[src/rtl/pci_pkg.sv]
// pci_pkg: definitions shared by the PCI target, the bus-master devices and
// the arbiter bench.
//   CMD_MEM_READ / CMD_MEM_WRITE : C/BE# encodings used in the address phase
//   target_state_t                : target FSM states
package pci_pkg;

  localparam logic [3:0] CMD_MEM_READ  = 4'b0110;
  localparam logic [3:0] CMD_MEM_WRITE = 4'b0111;

  typedef enum logic [1:0] {
    IDLE,
    CLAIM,
    DATA,
    BACKOFF
  } target_state_t;

endpackage

[src/rtl/pci_target_mem.sv]
// pci_target_mem: word memory behind the PCI target.
//   clk   : bus clock
//   we    : write strobe for this edge
//   waddr : word index written
//   wdata : write data
//   be_n  : active-low byte enables, one per byte lane
//   raddr : word index read (asynchronous)
//   rdata : read data
// The array has no reset, so its contents survive a target reset.
module pci_target_mem #(
  parameter int ADDR_W = 3
) (
  input  logic              clk,
  input  logic              we,
  input  logic [ADDR_W-1:0] waddr,
  input  logic [31:0]       wdata,
  input  logic [3:0]        be_n,
  input  logic [ADDR_W-1:0] raddr,
  output logic [31:0]       rdata
);

  logic [31:0] mem [2**ADDR_W];

  // Byte lanes whose enable is high keep their old contents.
  always_ff @(posedge clk) begin
    if (we) begin
      for (int i = 0; i < 4; i++) begin
        if (!be_n[i]) begin
          mem[waddr][8*i +: 8] <= wdata[8*i +: 8];
        end
      end
    end
  end

  assign rdata = mem[raddr];

endmodule

[src/rtl/pci_target.sv]
// pci_target: memory-mapped PCI target (completer).
//   CLK, RST       : bus clock, synchronous active-high reset
//   FRAME, IRDY    : active-low initiator controls
//   AD_IN, CBE     : sampled AD bus and command / active-low byte enables
//   AD_OUT, AD_OE  : read data and its output enable
//   TRDY, DEVSEL   : active-low target ready and device select
//   TS_OE          : output enable for TRDY and DEVSEL
// All outputs are registered; the tristate pads live outside this block.
module pci_target
  import pci_pkg::*;
#(
  parameter logic [31:0] BASE_ADDR = 32'h0000_0000,
  parameter int          ADDR_W    = 3
) (
  input  logic        CLK,
  input  logic        RST,
  input  logic        FRAME,
  input  logic        IRDY,
  input  logic [31:0] AD_IN,
  input  logic [3:0]  CBE,
  output logic [31:0] AD_OUT,
  output logic        AD_OE,
  output logic        TRDY,
  output logic        DEVSEL,
  output logic        TS_OE
);

  target_state_t     state;
  logic [ADDR_W-1:0] ptr;
  logic              is_read;
  logic              prev_frame;

  logic              addr_phase;
  logic              hit;
  logic              xfer;
  logic              early_end;
  logic              mem_we;
  logic [ADDR_W-1:0] rd_addr;
  logic [31:0]       rd_data;

  // An address phase is only the falling edge of FRAME seen while idle, so a
  // missed transaction is ignored until the bus goes idle again.
  assign addr_phase = (state == IDLE) && !FRAME && prev_frame;
  assign hit        = (AD_IN[31:ADDR_W+2] == BASE_ADDR[31:ADDR_W+2]) &&
                      ((CBE == CMD_MEM_READ) || (CBE == CMD_MEM_WRITE));
  assign xfer       = (state == DATA) && !IRDY && !TRDY;
  assign early_end  = FRAME && IRDY;
  assign mem_we     = xfer && !is_read && !RST;

  // In DATA the read port looks one word ahead so AD_OUT can be reloaded on
  // the same edge that completes the current read phase.
  assign rd_addr = (state == DATA) ? ptr + ADDR_W'(1) : ptr;

  pci_target_mem #(
    .ADDR_W(ADDR_W)
  ) u_mem (
    .clk  (CLK),
    .we   (mem_we),
    .waddr(ptr),
    .wdata(AD_IN),
    .be_n (CBE),
    .raddr(rd_addr),
    .rdata(rd_data)
  );

  always_ff @(posedge CLK) begin
    prev_frame <= FRAME;
    if (RST) begin
      state  <= IDLE;
      DEVSEL <= 1'b1;
      TRDY   <= 1'b1;
      AD_OE  <= 1'b0;
      TS_OE  <= 1'b0;
      AD_OUT <= '0;
    end else begin
      case (state)
        IDLE: begin
          if (addr_phase && hit) begin
            state   <= CLAIM;
            DEVSEL  <= 1'b0;
            TS_OE   <= 1'b1;
            TRDY    <= 1'b1;
            ptr     <= AD_IN[ADDR_W+1:2];
            is_read <= (CBE == CMD_MEM_READ);
          end
        end
        CLAIM: begin
          if (early_end) begin
            state  <= BACKOFF;
            DEVSEL <= 1'b1;
          end else begin
            // The turnaround cycle ends here; read data is prefetched.
            state <= DATA;
            TRDY  <= 1'b0;
            AD_OE <= is_read;
            if (is_read) begin
              AD_OUT <= rd_data;
            end
          end
        end
        DATA: begin
          if (xfer) begin
            ptr <= ptr + ADDR_W'(1);
            if (is_read) begin
              AD_OUT <= rd_data;
            end
            if (FRAME) begin
              state  <= BACKOFF;
              DEVSEL <= 1'b1;
              TRDY   <= 1'b1;
              AD_OE  <= 1'b0;
            end
          end else if (early_end) begin
            state  <= BACKOFF;
            DEVSEL <= 1'b1;
            TRDY   <= 1'b1;
            AD_OE  <= 1'b0;
          end
        end
        BACKOFF: begin
          state  <= IDLE;
          DEVSEL <= 1'b1;
          TRDY   <= 1'b1;
          AD_OE  <= 1'b0;
          TS_OE  <= 1'b0;
          AD_OUT <= '0;
        end
        default: begin
          state <= IDLE;
        end
      endcase
    end
  end

endmodule

[config.mk]
export PLATFORM = sky130hd
export DESIGN_NAME = pci_target
export DESIGN_NICKNAME = d
export VERILOG_FILES = /design/src/rtl/pci_pkg.sv /design/src/rtl/pci_target_mem.sv /design/src/rtl/pci_target.sv
export SDC_FILE = /design/constraint.sdc
export NUM_CORES = 1
export LEC_CHECK = 0
export ABC_AREA = 1
export CAP_MARGIN = 10
export CELL_PAD_IN_SITES_DETAIL_PLACEMENT = 0
export CELL_PAD_IN_SITES_GLOBAL_PLACEMENT = 1
export CORE_ASPECT_RATIO = 0.9
export CORE_MARGIN = 2
export CORE_UTILIZATION = 52
export CTS_CLUSTER_SIZE = 16
export DETAILED_ROUTE_END_ITERATION = 12
export GPL_TIMING_DRIVEN = 0
export HOLD_SLACK_MARGIN = 0.03
export PLACE_DENSITY_LB_ADDON = 0.1
export SYNTH_ARGS = -nofsm -noshare
export SYNTH_HDL_FRONTEND = slang
export SYNTH_SLANG_ARGS = --single-unit
[constraint.sdc]
create_clock -name CLK -period 6.1 [get_ports CLK]
set_input_delay 1.22 -clock CLK [delete_from_list [all_inputs] [get_ports CLK]]
set_output_delay 1.22 -clock CLK [all_outputs]
set_load 0.01 [all_outputs]
==> results of run 1 <==
layout make-up:
| type | instances | area, µm² |
|---|---|---|
| fill | 1926 | 8743 |
| sequential | 299 | 8588 |
| multi-input combinational | 591 | 3129 |
| clock buffer | 39 | 898.4 |
| timing repair buffer | 74 | 740.7 |
| inverter | 132 | 498.0 |
| tap | 302 | 377.9 |
| buffer | 57 | 309.0 |
| clock inverter | 17 | 190.2 |
sequential cells by signal, indices dropped and copies added, names as in the netlist:
register / cells
TS_OE: 1
AD_OE: 1
AD_OUT: 32
u_mem.mem: 256
TRDY: 1
DEVSEL: 1
prev_frame: 1
is_read: 1
ptr: 3
state: 2
worst register-to-register path, cell delays in order, from the launching register on:
cell     delay [ns]
dfxtp_1        0.33
inv_1          0.15
ha_1           0.19
buf_6          0.15
inv_4          0.07
nor2_2         0.09
nand2_2        0.09
nor3_1         0.31
nand2_1        0.33
nor2_1         0.92
per-stage QoR:
| step | power [mW] | util [%] |
|---|---|---|
| after detailed placement | 3.977 | 58.12 |
| final | 5.911 | 62.75 |
| after global routing | 6.172 | 62.75 |
| after CTS | 5.933 | 62.75 |
| after global placement | 3.953 | 58.12 |
| after floorplan | 3.392 | - |
layout by cell type, fill, tap and decap left out, types with 8 or more instances in the layout:
master and count:
nand2_1 155, inv_1 126, clkbuf_16 33, buf_2 31, buf_4 11, nand3_1 147
clkbuf_1 14, nor2_1 56, clkinv_2 8, edfxtp_1 260, or2_2 64, a21oi_1 37
clkdlybuf4s50_1 74, dfxtp_1 39, o211ai_1 96
per-layer routing:
layer | vias up | routed length, µm
met5 | - | 0
met4 | 0 | 551
met3 | 42 | 2372
met2 | 328 | 14020
met1 | 3966 | 13700
li1 | 3999 | -
power by group through the flow:
stage | registers, mW | logic (mW) | clock network [mW]
after global routing | 2.32 | 1.78 | 2.07
final | 2.32 | 1.63 | 1.97
after CTS | 2.32 | 1.63 | 1.99
after detailed placement | 2.36 | 1.62 | 0
after global placement | 2.36 | 1.59 | 0
after floorplan | 2.38 | 1.02 | 0
path summary, 6_finish.rpt:
path,start,to,slack [ns]
max,RST,u_mem.mem[3][21],2.90
min,AD_OUT[17],AD_OUT[17],0.46
max reg2reg,state[0],u_mem.mem[3][21],3.09
min reg2reg,AD_OUT[17],AD_OUT[17],0.46
kinds of logic after synthesis:
logic type      count (synthesis)  synth area share (%)
compound gates                144                 7.972
fa+ha+maj                       6                0.5994
buf+inv                       189                 6.444
flops                         299                 68.57
simple gates                  441                 16.41
==> impl_metrics.env, run 1 <==
export IMPL_status="finished, final reports clean"
export IMPL_dpl_worst_slack_ns=2.354
export IMPL_crit_path_max_fanout=9
export IMPL_cts_tree="yes"
export IMPL_p_leak_nw=5.319
export IMPL_fin_setup_tns_ns=0
export IMPL_dpl_cell_area_mm2=0.01364
export IMPL_ant_nets=0
export IMPL_core_area_mm2=0.02348
export IMPL_dp_hpwl_mm=20.75
export IMPL_routed_wl_mm=30.64
export IMPL_vias_per_cell=5.516
export IMPL_synth_area_per_cell_um2=11.61
export IMPL_ctsResizeCount=0
export IMPL_wl_per_cell_um=20.28
export IMPL_layout_nets=1231
export IMPL_final_area_mm2=0.01473
export IMPL_internal_power_mw=4.060
export IMPL_clock_power_share_pct=33.3
export IMPL_synthTopCellsByCount="edfxtp_1 (260), nand2_1 (155), nand3_1 (147)"
export IMPL_hold_viol_final=0
export IMPL_drv_slew=0
export IMPL_drt_pre_antenna_iters=6
export IMPL_numCtsBuffers=30
export IMPL_die_y_um=151.2
export IMPL_synth_area_mm2=0.01252
export IMPL_cp_depth=4
export IMPL_slew_headroom_pct=26.34
export IMPL_path_cells="clkbuf_1 > nor3_1 > nand2_1 > nor2_1"
export IMPL_yosys_warnings=0
export IMPL_yosys_cell_count_top_type="edfxtp_1"
export IMPL_grt_pass1_wl_mm=46.37
export IMPL_cts_setup_buffers=0
export IMPL_finClkSkew_ns=0.01058
export IMPL_peakVddDrop_mv=0.2261
export IMPL_floorplan_die_area_mm2=0.02534
export IMPL_yosys_cell_types_count=32
export IMPL_drive_gt1_share_pct=14.64
export IMPL_grt_busiest_layer="met2"
export IMPL_p_sw_share_pct=31.32
export IMPL_max_freq_mhz=312.2
export IMPL_syn_to_final_growth_pct=17.62
export IMPL_fin_cells=1511
export IMPL_netlist_instances=1079
export IMPL_switchingPower_mw=1.852
export IMPL_ys_ff_latch=299
export IMPL_initial_utilization_pct=53.35
export IMPL_async_flop_share_pct=0
export IMPL_grt_pass1_vias=7926
export IMPL_gp_congestion=0.8433
export IMPL_clk_path_buf_depth=3
export IMPL_min_period_ns=3.203
export IMPL_setup_slack_ns=2.897
export IMPL_yosys_area_top_type="edfxtp_1"
export IMPL_met1_usage_pct=35.64
export IMPL_synthTopCellsByArea="edfxtp_1 (62%), dfxtp_1 (6.2%), nand3_1 (5.9%), o211ai_1 (5.8%), nand2_1 (4.6%)"
export IMPL_port_buffers=74
export IMPL_crit_slowest_cell="nor2_1"
export IMPL_die_x_um=167.6
export IMPL_track_usage_pct=24.56
export IMPL_hold_buffers=0
export IMPL_via_count=8335
export IMPL_hold_slack_ns=0.4621
export IMPL_worstPathArrival_ns=3.37
export IMPL_rr_worst_depth=9
export IMPL_synth_edf_count=260
export IMPL_cpPeakStageDelay_ns=0.92
export IMPL_clock_latency_ns=0.56
export IMPL_cp_required_ns=6.27
export IMPL_end_kind="flip-flop"
export IMPL_antenna_found_initial=0
export IMPL_period_share_pct=52.52
export IMPL_ys_seq_area_share_pct=68.57
export IMPL_worst_slew_pin_slew_ns=1.101
export IMPL_hold_path_class="reg -> reg"
export IMPL_setup_viol=0
export IMPL_synth_top_cell_area_share_pct=62.34
export IMPL_grt_max_degree=15
export IMPL_cp_num_buf_inv=1
export IMPL_power_sequential_fraction_pct=39.2
export IMPL_rsz0062_at_grt="no"
export IMPL_holdPathStages=2
export IMPL_path_delay_family="simple AND/OR/NAND/NOR gates"
export IMPL_drt_iter0_drc=879
export IMPL_cts_sinks=299
export IMPL_combPwrFrac_pct=27.5
export IMPL_rows=53
export IMPL_met2_usage_pct=38.98
export IMPL_clk_pin_slew_ns=0.06
export IMPL_max_cap_violations=0
export IMPL_critPathKind="in -> reg"
export IMPL_drc=0
export IMPL_met3_usage_pct=4.364
export IMPL_clock_root_buffer="clkbuf_16"
export IMPL_power_density_mw_per_mm2=401.3
export IMPL_diodes=0
export IMPL_ioPinCount=76
export IMPL_synthFlopType="edfxtp_1"
export IMPL_syn_nets=1125
export IMPL_place_inst=1455
export IMPL_startpoint_type="primary input"
export IMPL_ctsHtreeMaxLevel=1
export IMPL_overflow=0
Power figures use the tool's default switching activity.
==> inputs of run 2 (changes only) <==
- CORE_UTILIZATION: 52 -> 43
- clock period: 6.1 -> 2.9 ns (I/O delays scaled with it)
==> run 2 against run 1 <==
  * The run now ends with setup timing left
  * Setup slack worse by 2.9 ns
  * First-iteration DRC count is 38% lower
  * Critical path type is now reg -> reg
  * Power is 120% higher
==> impl_metrics.env, run 2 (same netlist as run 1, synthesis figures left out) <==
export IMPL_drt_iter0_drc=548
export IMPL_holdPathStages=2
export IMPL_min_from="AD_OUT[5]"
export IMPL_hold_viol_final=0
export IMPL_dpl_worst_slack_ns=-0.2184
export IMPL_fin_cells=1582
export IMPL_fin_setup_tns_ns=-0.1212
export IMPL_die_y_um=165.9
export IMPL_violations="setup timing"
export IMPL_rr_worst_depth=9
export IMPL_drt_pre_antenna_iters=5
export IMPL_drc=0
export IMPL_grt_pass1_wl_mm=47.96
export IMPL_worstReg2RegEnd="u_mem.mem[1][17]"
export IMPL_peakVddDrop_mv=0.4698
export IMPL_ioPinCount=76
export IMPL_cpPeakStageDelay_ns=0.79
export IMPL_vias_per_cell=5.217
export IMPL_max_flop_register="u_mem.mem"
export IMPL_rsz0062_at_grt="yes"
export IMPL_cts_tree="yes"
export IMPL_ant_nets=0
export IMPL_cp_num_buf_inv=3
export IMPL_finClkSkew_ns=0.01278
export IMPL_end_kind="flip-flop"
export IMPL_grt_pass1_vias=7962
export IMPL_cp_required_ns=3.02
export IMPL_worstPathArrival_ns=3.04
export IMPL_drv_slew=0
export IMPL_hold_buffers=0
export IMPL_diodes=0
export IMPL_setup_viol=8
export IMPL_startpoint_type="flip-flop"
export IMPL_max_cap_violations=0
export IMPL_ctsHtreeMaxLevel=2
export IMPL_syn_to_final_growth_pct=19.93
export IMPL_period_share_pct=100.6
export IMPL_cts_sinks=299
export IMPL_hold_path_class="reg -> reg"
export IMPL_min_period_ns=2.918
export IMPL_cp_depth=9
export IMPL_clk_pin_slew_ns=0.06
export IMPL_crit_path_max_fanout=10
export IMPL_worst_slew_pin_slew_ns=1.028
export IMPL_min_to="AD_OUT[5]"
export IMPL_regToRegSetupSlack_ns=-0.02
export IMPL_track_usage_pct=21.18
export IMPL_grt_max_degree=15
export IMPL_critPathKind="reg -> reg"
export IMPL_clk_path_buf_depth=3
export IMPL_overflow=0
export IMPL_status="finished with violations"
export IMPL_utilization_pct=52.17
export IMPL_gp_congestion=0.8036
export IMPL_routed_wl_mm=31.67
export IMPL_path_delay_family="simple AND/OR/NAND/NOR gates"
export IMPL_core_area_mm2=0.02879
export IMPL_p_leak_nw=5.375
export IMPL_wl_per_cell_um=20.02
export IMPL_clock_latency_ns=0.50
export IMPL_initial_utilization_pct=43.50
export IMPL_largest_reg_flops=256
export IMPL_crit_slowest_cell="nor2_1"
export IMPL_layout_nets=1236
export IMPL_r2r_start="state[0]"
export IMPL_drive_gt1_share_pct=17.02
export IMPL_seqCellArea_mm2=0.008588
export IMPL_final_cell_mix="edfxtp_1 (260), nand2_1 (155), nand3_1 (147), inv_1 (126), o211ai_1 (96)"
export IMPL_num_fill_cells=2525
export IMPL_path_cells="inv_1 > ha_1 > buf_6 > inv_4 > nor2_2 > nand2_2 > nor3_1 > nand2_1 > nor2_1"
export IMPL_max_freq_mhz=342.7
export IMPL_final_common_cell="edfxtp_1"
export IMPL_die_x_um=183.9
export IMPL_multi_input_area_mm2=0.003207
export IMPL_floorplan_die_area_mm2=0.03051
export IMPL_place_inst=1519
export IMPL_setup_slack_ns=-0.01813
export IMPL_clock_root_buffer="clkbuf_16"
export IMPL_port_buffers=74
export IMPL_rows=59
export IMPL_antenna_found_initial=0
export IMPL_slew_headroom_pct=31.44
export IMPL_dp_hpwl_mm=21.53
export IMPL_via_count=8254
export IMPL_reg_top3="u_mem.mem (256), AD_OUT (32), ptr (3)"
export IMPL_p_total_mw=12.89
export IMPL_power_density_mw_per_mm2=857.9
export IMPL_numCtsBuffers=35
## run 2: tightest hold or removal path, cell delays in order (launching register included)
cell     delay, ns
dfxtp_1       0.30
nand2_1       0.06
a21oi_1       0.05
## run 2: where the power goes
group / internal (mW) / total, mW / switching [mW]
combinational: 1.21 / 3.47 / 2.26
clock: 2.84 / 4.54 / 1.71
sequential: 4.80 / 4.87 / 0.0771
total: 8.85 / 12.9 / 4.04
## run 2: how the worst max path moves through the flow
stage	from	end	slack (ns)
final	state[0]	u_mem.mem[1][17]	-0.02
after floorplan	state[0]	u_mem.mem[0][0]	0.68
after detailed placement	RST	u_mem.mem[2][18]	-0.22
after CTS	state[0]	u_mem.mem[4][18]	-0.04
after global routing	state[0]	u_mem.mem[1][17]	-0.26
after global placement	RST	u_mem.mem[2][18]	-0.18
## run 2: final cells by class
| type | count | share of cell area, % |
|---|---|---|
| clock buffers | 52 | 7.139 |
| well taps | 366 | 3.049 |
| inverters | 132 | 3.315 |
| flip-flops and latches | 299 | 57.18 |
| clock inverters | 11 | 0.9829 |
| repair buffers | 74 | 4.931 |
| multi-input cells | 591 | 21.35 |
| plain buffers | 57 | 2.057 |
## run 2: per-stage QoR
stage | hold WS [ns] | area, µm²
final | 0.4611 | 15020
after global routing | 0.4838 | 15020
after CTS | 0.4643 | 14960
after detailed placement | 0.4556 | 13720
after global placement | 0.4524 | 13720
after floorplan | 0.4896 | 12520
## run 2: routing by layer
| metal | share of wire [%] | up-vias | global-route usage (%) |
|---|---|---|---|
| met1 | 47 | 3947 | 30.96 |
| met5 | 0.13 | - | 0 |
| met2 | 46 | 236 | 33.37 |
| met4 | 2.2 | 2 | 5.774 |
| met3 | 5.2 | 57 | 2.917 |
| li1 | - | 4012 | - |
## run 2: timing repair
item,CTS,global route
endpoints found under the setup margin,46,240
endpoints found under the hold margin,0,0
gates resized for setup,6,23
setup buffers,0,0
